===== src/rtl/oam_dma_controller.sv =====
// OAM DMA engine: a write to 0xFF46 copies 160 bytes from {page,00..9F} into 0xFE00..0xFE9F,
// taking the memory port from the CPU for the length of the transfer.
module oam_dma_controller (
  input  logic        clk,
  input  logic        rst,
  input  logic [15:0] cpu_addr,
  input  logic [7:0]  cpu_wdata,
  input  logic        cpu_re,
  input  logic        cpu_we,
  output logic [7:0]  cpu_rdata,
  output logic [15:0] mem_addr,
  output logic [7:0]  mem_wdata,
  output logic        mem_re,
  output logic        mem_we,
  input  logic [7:0]  mem_rdata,
  output logic        dma_busy,
  output logic [7:0]  dma_page,
  output logic        cpu_blocked
);

  typedef enum logic [1:0] {IDLE, SETUP, READ, WRITE} state_t;

  state_t     state, state_nxt;
  logic [7:0] idx, idx_nxt;
  logic [7:0] byte_buf;
  logic [7:0] src_page;
  logic       trigger;
  logic       dma_active;

  assign trigger    = cpu_we && (cpu_addr == 16'hFF46);
  assign dma_active = (state == READ) || (state == WRITE);
  // Pages E0..FF are echo RAM and alias onto C0..DF.
  assign src_page   = (dma_page >= 8'hE0) ? (dma_page - 8'h20) : dma_page;

  always_ff @(posedge clk or negedge rst) begin
    if (!rst) begin
      state <= IDLE;
      idx   <= 8'h00;
    end else begin
      state <= state_nxt;
      idx   <= idx_nxt;
    end
  end

  always_ff @(posedge clk or negedge rst) begin
    if (!rst) begin
      byte_buf <= 8'h00;
      dma_page <= 8'h00;
    end else begin
      if (trigger)
        dma_page <= cpu_wdata;
      if (state == READ)
        byte_buf <= mem_rdata;
    end
  end

  always_comb begin
    state_nxt   = state;
    idx_nxt     = idx;
    dma_busy    = (state != IDLE);
    cpu_blocked = 1'b0;
    cpu_rdata   = mem_rdata;
    mem_addr    = cpu_addr;
    mem_wdata   = cpu_wdata;
    mem_re      = cpu_re;
    mem_we      = cpu_we;

    case (state)
      IDLE: begin
        if (trigger)
          state_nxt = SETUP;
      end
      SETUP: begin
        if (!trigger) begin
          state_nxt = READ;
          idx_nxt   = 8'h00;
        end
      end
      READ: begin
        if (trigger) begin
          state_nxt = SETUP;
          idx_nxt   = 8'h00;
        end else begin
          state_nxt = WRITE;
        end
      end
      WRITE: begin
        if (trigger) begin
          state_nxt = SETUP;
          idx_nxt   = 8'h00;
        end else if (idx < 8'd159) begin
          state_nxt = READ;
          idx_nxt   = idx + 8'd1;
        end else begin
          state_nxt = IDLE;
          idx_nxt   = 8'h00;
        end
      end
      default: begin
        state_nxt = IDLE;
        idx_nxt   = 8'h00;
      end
    endcase

    // While the engine owns the bus, the CPU sees 0xFF and only the page register accepts writes.
    if (dma_active) begin
      cpu_rdata   = 8'hFF;
      cpu_blocked = !trigger && (cpu_re || cpu_we);
    end

    if (state == READ) begin
      mem_addr  = {src_page, idx};
      mem_re    = 1'b1;
      mem_we    = 1'b0;
      mem_wdata = byte_buf;
    end else if (state == WRITE) begin
      mem_addr  = 16'hFE00 + {8'h00, idx};
      mem_re    = 1'b0;
      mem_we    = !trigger;
      mem_wdata = byte_buf;
    end
  end

endmodule


===== config.mk =====
export PLATFORM = sky130hd
export DESIGN_NAME = oam_dma_controller
export DESIGN_NICKNAME = d
export VERILOG_FILES = /design/src/rtl/oam_dma_controller.sv
export SDC_FILE = /design/constraint.sdc
export NUM_CORES = 1
export LEC_CHECK = 0
export CAP_MARGIN = 15
export CORE_ASPECT_RATIO = 1.1
export CORE_UTILIZATION = 37
export DETAILED_ROUTE_END_ITERATION = 6
export PLACE_DENSITY = 0.77
export SLEW_MARGIN = 20
export SYNTH_ARGS = -nofsm -noshare
export SYNTH_HDL_FRONTEND = slang
export SYNTH_SLANG_ARGS = --single-unit

===== constraint.sdc =====
create_clock -name clk -period 2 [get_ports clk]
set_input_delay 0.4 -clock clk [delete_from_list [all_inputs] [get_ports clk]]
set_output_delay 0.4 -clock clk [all_outputs]
set_load 0.01 [all_outputs]

==> metrics.md <==
| Metric | Value |
|---|---|
| Status | complete, but fails checks |
| Failing checks | setup timing |
| Type of the worst setup path | flop to output pin |
| Most used DFF post-synth | dfrtp_1 |
| Worst setup SP type | flop |
| Ratio of cells with drive above 1 in the final layout | 35.6% |
| Drt wl/cell | 15.8 µm |
| Fin crit share | 102% |
| Critical Path RT | 1600 ps |
| Routed Wire Length | 5110 µm |
| CTS clk-pin slew, worst paths | 90 ps |
| Post-synth EDFFs | 0 |
| DR pass1 iterations | 4 |
| # diodes | 0 |
| Commonest non-fill, non-tap cell in the layout | clkdlybuf4s50_1 |
| IO buf count | 79 |
| Via density | 5.39 |
| Io pins | 80 |
| Commonest cells after routing, fill and taps aside | clkdlybuf4s50_1, mux2_2, dfrtp_1 |
| Antenna violations before repair | 0 |
| Area growth, synth to finish | 67.1% |
| Mapped Area | 1650 µm² |
| # clock sinks | 26 |
| Starting density of the core | 38.4% |
| Setup repair after global routing missed its margin | yes |
| Worst setup margin | -31.3 ps |
| Min Tclk post-route | 2030 ps |
| Mapped Nets | 210 |
| Final hold violations | 0 |
| Vias in the first global route | 1716 |
| Skew final | 5.86 ps |
| Slew @ Worst Pin | 389 ps |
| Maximum vdd drop | 0.000326 V |
| FFs w/ async S/R, synth | 100% |
| Post-route ant nets | 0 |
| Root buf cell | clkbuf_8 |
| Pins over their slew limit | 0 |
| Post-route DRC | 0 |
| Yosys warnings | 0 |
| Total GRT Usage | 22.1% |
| RD Place Congestion | 0.857 |
| Final Power | 1.33 mW |
| Cells after Synth | 172 |
| Setup tns final | -114 ps |
| Final hold slack | 500 ps |
| Initial DRC count | 102 |
| Power Dens Cells | 484 nW/µm² |
| Maximum Capacitance Violations | 0 |
| Worst-Skew Late Latency | 270 ps |
| Hold Crit Class | input port to async pin |
| Global-route wire length before repair | 8020 µm |
| Fin nets | 310 |
| CTS tree | yes |
| Post-synthesis area per instance | 9.57 µm² |
| Core Box Area | 4290 µm² |
| Leakage | 1.26 nW |
| Register area | 652 µm² |
| CP Max Fanout | 14 |
| Setup slack, reg-to-reg | 210 ps |
| Reg-to-reg critical path endpoint | idx[3] |
| # rows | 25 |
| Post-DP HPWL | 3450 µm |
| Max H-tree Level | 1 |
| Crit path DAT | 1630 ps |
| Endpoints failing setup | 4 |
| TritonCTS Buffers | 3 |
| Via count | 1747 |
| Area of the multi-input gates | 962 µm² |
| Max clock buf depth | 2 |
| Number of fill cells | 365 |
| Highest Clock Rate | 0.492 GHz |
| Cell variety after synth | 39 |
| Grt ovf | 0 |
| Die Width | 65.6 µm |
| Worst reg2reg startpoint | idx[0] |
| Die area | 4720 µm² |
| Maximum number of pins on one net before global-route repair | 27 |
| Die extent in y | 72.0 µm |
| Register area share after synthesis | 39.5% |
| R2r worst-path depth | 6 |
| Slew margin rel. | 73.8% |
| Critical Path End Type | output pin |
| Seq cells post-synth | 26 |
worst max path at each step:
| stage | from | end | slack (ps) | depth (start not counted) |
|---|---|---|---|---|
| after detailed placement | cpu_addr[10] | mem_we | -660 | 6 |
| after floorplan | cpu_addr[5] | mem_we | 20 | 4 |
| after global routing | cpu_addr[2] | mem_we | -90 | 6 |
| after global placement | cpu_addr[10] | mem_we | -670 | 6 |
| after CTS | state[1] | cpu_rdata[3] | -50 | 3 |
| final | state[1] | cpu_rdata[3] | -30 | 3 |
power breakdown:
group	internal, mW	leakage, nW	switching [mW]
logic	0.216	0.925	0.151
clock network	0.135	0.0216	0.157
registers	0.579	0.311	0.0947
kinds of logic (layout without fill, tap and decap cells):
group,Yosys count,count (layout),share of synthesized area (%)
mux,27,27,18.3
buf+inv,20,118,4.71
fa+ha+maj,2,2,1.52
compound gates,37,37,16.3
flops,26,26,39.5
simple gates,60,60,19.7
stage by stage:
step | util, % | cell area (µm²) | worst slack (ps) | instances
4_1_cts | 63.6 | 2730 | -46.6 | 321
3_3_place_gp | 61.0 | 2610 | -667 | 310
3_5_place_dp | 61.0 | 2610 | -664 | 310
5_1_grt | 64.2 | 2750 | -91.0 | 324
2_1_floorplan | - | 1650 | 21.9 | 172
6_report | 64.2 | 2750 | -31.3 | 324
metal layers:
layer	wire length, µm	global-route usage, %	up-vias
met5	0	0	-
met3	304	3.93	4
met2	2600	37.9	71
met1	2160	27.1	850
met4	48	8.94	0
li1	-	-	822
worst max-delay path: stages (launching register included):
cell	delay [ps]
dfrtp_2	480
bufbuf_16	310
or2_2	290
dlygate4sd2_1	280
repair_timing:
| item | in CTS | in global routing |
|---|---|---|
| setup endpoints to repair | 49 | 20 |
| gates cloned | 1 | 1 |
| pin swaps | 7 | 4 |
| hold endpoints to repair | 0 | 0 |
| gates resized for setup | 90 | 24 |
| hold buffers | 0 | 0 |
| setup buffers | 7 | 2 |
flip-flops by register name, summed over array words and instances (netlist names):
signal	flops
byte_buf	8
idx	8
dma_page	8
state	2
area by class of cell:
class	instances	share of cell area, %
Sequential cell	26	23.7
Tap cell	54	2.46
Clock buffer	3	1.50
Multi-Input combinational cell	126	35.0
Inverter	7	1.09
Timing Repair Buffer	108	36.3
Yosys cell counts (2+ instances only):
master	instances	area share, %
a32o_1	4	2.4
o22a_1	6	3.2
nand2_1	24	5.5
or2_2	9	3.4
nand3b_1	2	0.91
ha_1	2	1.5
inv_1	7	1.6
dfrtp_1	26	40
a31oi_1	4	1.5
clkbuf_1	11	2.5
mux2i_1	2	1.2
buf_2	2	0.61
nand3_1	7	2.1
o21ai_0	7	2.1
mux2_2	25	17
o31ai_1	2	0.91
o2bb2ai_1	2	1.1
a21oi_1	4	1.2
nor2_1	5	1.1
nand4_1	2	0.76
Note: power is estimated with default switching activity, not from simulation.
